$ cat src/rtl/rr_sel4_scheduler.sv
// ---------------------------------------------------------------------------
// rr_sel4_scheduler
//   Round-robin scheduler that drives the 2-bit select of a 4:1 mux. It grants
//   one requesting channel at a time and holds s/grant constant for a burst. It
//   rotates the grant after MAX_BURST accepted beats, or earlier when the
//   granted channel drops its request. A single IDLE cycle always separates
//   two consecutive grants.
//
// Parameters
//   BURST_W    width of the beat counter
//   MAX_BURST  beats per grant before forced rotation (0 = unlimited);
//              must be < 2**BURST_W
//
// Ports
//   clk        rising-edge clock
//   rst_n      synchronous active-low reset
//   req[3:0]   req[k]=1: channel k has a beat on mux input k
//   out_ready  downstream accepts the muxed beat this cycle
//   s[1:0]     registered mux select
//   grant[3:0] registered one-hot grant, 0 while idle
//   out_valid  muxed output holds a valid beat (SERVE & req[s])
//   busy       1 while serving a grant
// ---------------------------------------------------------------------------
module rr_sel4_scheduler #(
  parameter int unsigned BURST_W   = 3,
  parameter int unsigned MAX_BURST = 4
) (
  input  logic       clk,
  input  logic       rst_n,
  input  logic [3:0] req,
  input  logic       out_ready,
  output logic [1:0] s,
  output logic [3:0] grant,
  output logic       out_valid,
  output logic       busy
);

  typedef enum logic {IDLE = 1'b0, SERVE = 1'b1} state_e;

  // Last beat index of a burst; unused when MAX_BURST == 0.
  localparam int unsigned          LAST_I = (MAX_BURST == 0) ? 0 : MAX_BURST - 1;
  localparam logic [BURST_W-1:0]   LAST   = LAST_I[BURST_W-1:0];

  state_e             state_q;
  logic [1:0]         ptr_q;
  logic [1:0]         s_q;
  logic [3:0]         grant_q;
  logic [BURST_W-1:0] cnt_q;

  logic               pick_vld;
  logic [1:0]         pick_ch;
  logic [1:0]         idx;
  logic               xfer;
  logic               burst_end;
  logic               req_drop;

  // Rotating priority search starting at ptr. The loop runs from the farthest
  // offset down to offset 0, so the requester nearest to ptr wins. The 2-bit
  // index wraps mod 4 on its own.
  always_comb begin
    pick_vld = 1'b0;
    pick_ch  = ptr_q;
    idx      = ptr_q;
    for (int i = 3; i >= 0; i--) begin
      idx = ptr_q + 2'(i);
      if (req[idx]) begin
        pick_vld = 1'b1;
        pick_ch  = idx;
      end
    end
  end

  assign busy      = (state_q == SERVE);
  assign out_valid = busy & req[s_q];
  assign xfer      = out_valid & out_ready;
  assign burst_end = (MAX_BURST != 0) && xfer && (cnt_q == LAST);
  assign req_drop  = ~req[s_q];

  always_ff @(posedge clk) begin
    if (!rst_n) begin
      state_q <= IDLE;
      ptr_q   <= 2'd0;
      cnt_q   <= '0;
      s_q     <= 2'd0;
      grant_q <= 4'b0000;
    end else begin
      case (state_q)
        IDLE: begin
          // s keeps its last value while idle; only a new grant moves it.
          if (pick_vld) begin
            state_q <= SERVE;
            s_q     <= pick_ch;
            grant_q <= 4'b0001 << pick_ch;
            cnt_q   <= '0;
          end
        end
        SERVE: begin
          // The end of a burst and a request drop can coincide. That is still
          // one exit, and ptr advances by one.
          if (burst_end || req_drop) begin
            state_q <= IDLE;
            ptr_q   <= s_q + 2'd1;
            grant_q <= 4'b0000;
            cnt_q   <= '0;
          end else if (xfer) begin
            cnt_q   <= cnt_q + 1'b1;
          end
        end
        default: state_q <= IDLE;
      endcase
    end
  end

  assign s     = s_q;
  assign grant = grant_q;

endmodule

$ cat config.mk
export PLATFORM = sky130hd
export DESIGN_NAME = rr_sel4_scheduler
export DESIGN_NICKNAME = d
export VERILOG_FILES = /design/src/rtl/rr_sel4_scheduler.sv
export SDC_FILE = /design/constraint.sdc
export NUM_CORES = 1
export LEC_CHECK = 0
export ABC_AREA = 1
export BUFFER_PORTS_ARGS = -buffer_cell sky130_fd_sc_hd__buf_4
export CORE_MARGIN = 1.5
export CORE_UTILIZATION = 40
export CTS_CLUSTER_SIZE = 12
export DETAILED_ROUTE_END_ITERATION = 7
export GPL_ROUTABILITY_DRIVEN = 0
export GPL_TIMING_DRIVEN = 1
export PLACE_DENSITY_LB_ADDON = 0.12
export SLEW_MARGIN = 20
export SYNTH_ARGS = -nofsm -noshare
export SYNTH_HDL_FRONTEND = slang
export SYNTH_SLANG_ARGS = --single-unit
$ cat constraint.sdc
create_clock -name clk -period 1.71 [get_ports clk]
set_input_delay 0.0855 -clock clk [delete_from_list [all_inputs] [get_ports clk]]
set_output_delay 0.0855 -clock clk [all_outputs]
set_load 0.005 [all_outputs]
==> impl_metrics.toml <==
[clock_tree]
ctsLongestPathBuffers = 2
root_buffer = "clkbuf_4"
h-tree-depth = 1
cts_hold_buf = 0
clk_latency_ns = 0.27
clkSinkCount = 12
cts_made_buffers = 3
cts_tree = "done"
clk_pin_slew_ns = 0.07

[synth]
ys_warn_count = 0
synth.avg_cell_area_um2 = 7.11
synthArstFlopShare_pct = 0
synth_top_family_by_area = "simple AND/OR/NAND/NOR gates"
ys_seq_elements = 12
synth_cells = 125
ys_seq_area_share_pct = 27.0
synth_simple_gate_area_share_pct = 45.6
synth-compound-area-share_pct = 13.7
yosys_most_used_dff = "dfxtp_1"
synth_enable_flop_cells = 0
muxShareOfSynthArea_pct = 0
synth_nets = 134
synth.distinct_cells = 24
synth_xor_area_share_pct = 0.986
syn_area_um2 = 888
synth_fa_ha_area_share_pct = 2.82

[die]
initial_core_util_pct = 43.9
die_area_um2 = 2510
chipWidth_um = 50.1
rows = 16
io_pins = 15
die_h_um = 50.1
core_um2 = 2020

[timing]
setup_viol = 0
worst_clock_skew_ns = 0.00375
relSlewSlack_pct = 81.4
fmax_ghz = 0.646
post-route-min-period_ns = 1.55
grt_setup_unrepaired = "false"
fin_setup_tns_ns = 0
holdWs_ns = 0.0717
tightest_slew_ns = 0.278
final_max_slew_viol_count = 0
finalCritPeriodShare_pct = 90.5
hold_viol_final = 0

[job]
cap_violations = 0

[route]
drt_iter0_markers = 17
dr.pass1.iters = 4
routedWlPerCell_um = 10.3
drc = 0
vias = 828
routed_wl_um = 1730
vias_per_cell = 4.90
ant_nets = 0

[grt]
grt_pass1_wl_um = 3130
track_usage_pct = 16.2
grt_max_degree = 9
grt_pass1_vias = 742
grt_overflow = 0
antenna_found_initial = 0

[place]
dp.final_hpwl_um = 1440
place_inst = 165
port_buffers = 14

[min_path]
hold_path.class = "in2reg"
min_from = "rst_n"

[pwr]
p_sw_uw = 753
vdd_drop_max_mv = 0.656
pwr-share-clk_pct = 10.6
leakagePower_nw = 0.504
sw_frac_of_total_pct = 47.7
p_seq_share_pct = 29.1
finalPower_mw = 1.58
internal_power_uw = 823
pwr-share-comb_pct = 60.3
power.density_nw_per_um2 = 1500

[final_layout]
area_delta_synth_final_pct = 17.9
multiInputGateArea_um2 = 561
fill_cells = 218
fin_cells = 169
layout.nets = 153
drive_above_1_share_pct = 35.2
regArea_um2 = 241
diodes = 0

[worst_setup_path]
endpoint_kind = "register"
crit_required_ns = 1.87
crit_start = "ptr_q[1]"
cp.arrival_ns = 1.71
timing.rr.start = "ptr_q[1]"
cp_max_fo = 7
path_class = "reg2reg"
start_kind = "register"

[status]
status = "completed"
power by group through the flow:
stage	clock, mW	sequential, mW	combinational, mW
floorplan	0	0.435	0.765
global placement	0	0.460	0.941
detailed placement	0	0.462	0.947
CTS	0.177	0.456	0.951
global route	0.188	0.471	1.07
finish	0.167	0.458	0.951
flip-flops by register name (all words and copies together) (netlist names):
signal  cells
ptr_q       2
s           2
grant       4
busy        1
cnt_q       3
stage by stage:
stage / setup slack [ns] / util (%) / area, um^2
after floorplan: 0.320 / - / 888
after global placement: 0.0804 / 50.2 / 1020
after detailed placement: 0.0625 / 50.2 / 1020
after CTS: 0.0481 / 51.4 / 1040
after global routing: 0.000376 / 51.8 / 1050
final: 0.163 / 51.8 / 1050
cell usage in the layout, fill, tap and decap left out, types with 3 or more instances in the layout:
| cell type | instances |
|---|---|
| a21oi_1 | 9 |
| buf_4 | 15 |
| clkbuf_4 | 3 |
| dfxtp_1 | 11 |
| inv_1 | 14 |
| inv_2 | 4 |
| nand2_1 | 27 |
| nand2_2 | 13 |
| nand2_4 | 5 |
| nand3_1 | 12 |
| nor2_1 | 6 |
| o21ai_1 | 5 |
worst max-delay path, stage by stage (launching register included):
cell and delay (ns):
dfxtp_1 0.46, inv_2 0.09, nand2_1 0.08, nand2_2 0.07
nand2_2 0.10, nand2_4 0.08, nor2_8 0.14, nand3_4 0.11
nand2_4 0.11, inv_2 0.05, o21ai_1 0.11, a21oi_1 0.05
cell type report:
| cell class | instances | share of cell area, % |
|---|---|---|
| Sequential cell | 12 | 23.1 |
| Timing Repair Buffer | 15 | 10.8 |
| Inverter | 19 | 7.29 |
| Tap cell | 27 | 3.23 |
| Multi-Input combinational cell | 93 | 53.5 |
| Clock buffer | 3 | 2.15 |
cells in the mapped netlist, types with 2 or more instances:
cell type	instances	share of area (%)
nand4_1	2	1.4
nand2_1	27	11
nand3_1	12	6.8
a21oi_1	9	5.1
inv_2	4	1.7
nor2_1	6	2.5
a21oi_2	2	2.0
ha_1	2	2.8
nand2_4	5	6.3
dfxtp_1	12	27
inv_1	14	5.9
nand2_2	13	9.2
o21ai_0	3	1.7
o21ai_1	4	2.3
routing by layer:
layer | wire (um) | vias to the layer above | global-route usage, %
met1 | 893 | 372 | 21.8
met4 | 0 | 0 | 4.17
met5 | 0 | - | 0
li1 | - | 444 | -
met3 | 67 | 0 | 4.85
met2 | 771 | 12 | 25.0
logic make-up after synthesis:
family | count (synthesis)
flip-flops | 12
XOR/XNOR | 1
buffers and inverters | 20
AND/OR/NAND/NOR | 70
AO/OA/AOI/OAI | 20
adder cells (fa/ha/maj) | 2
path summary, 6_finish.rpt:
check / end / slack [ns] / depth (start not counted)
setup / recovery: cnt_q[1] / 0.16 / 11
hold / removal: s[0] / 0.07 / 3
setup reg to reg: cnt_q[1] / 0.16 / 11
hold reg to reg: grant[0] / 0.47 / 2
repair_timing:
| item | CTS | global route |
|---|---|---|
| setup endpoints to repair | 0 | 8 |
| buffers inserted | 0 | 1 |
| resized for setup | 0 | 2 |
Note: power is estimated with default switching activity, not from simulation.
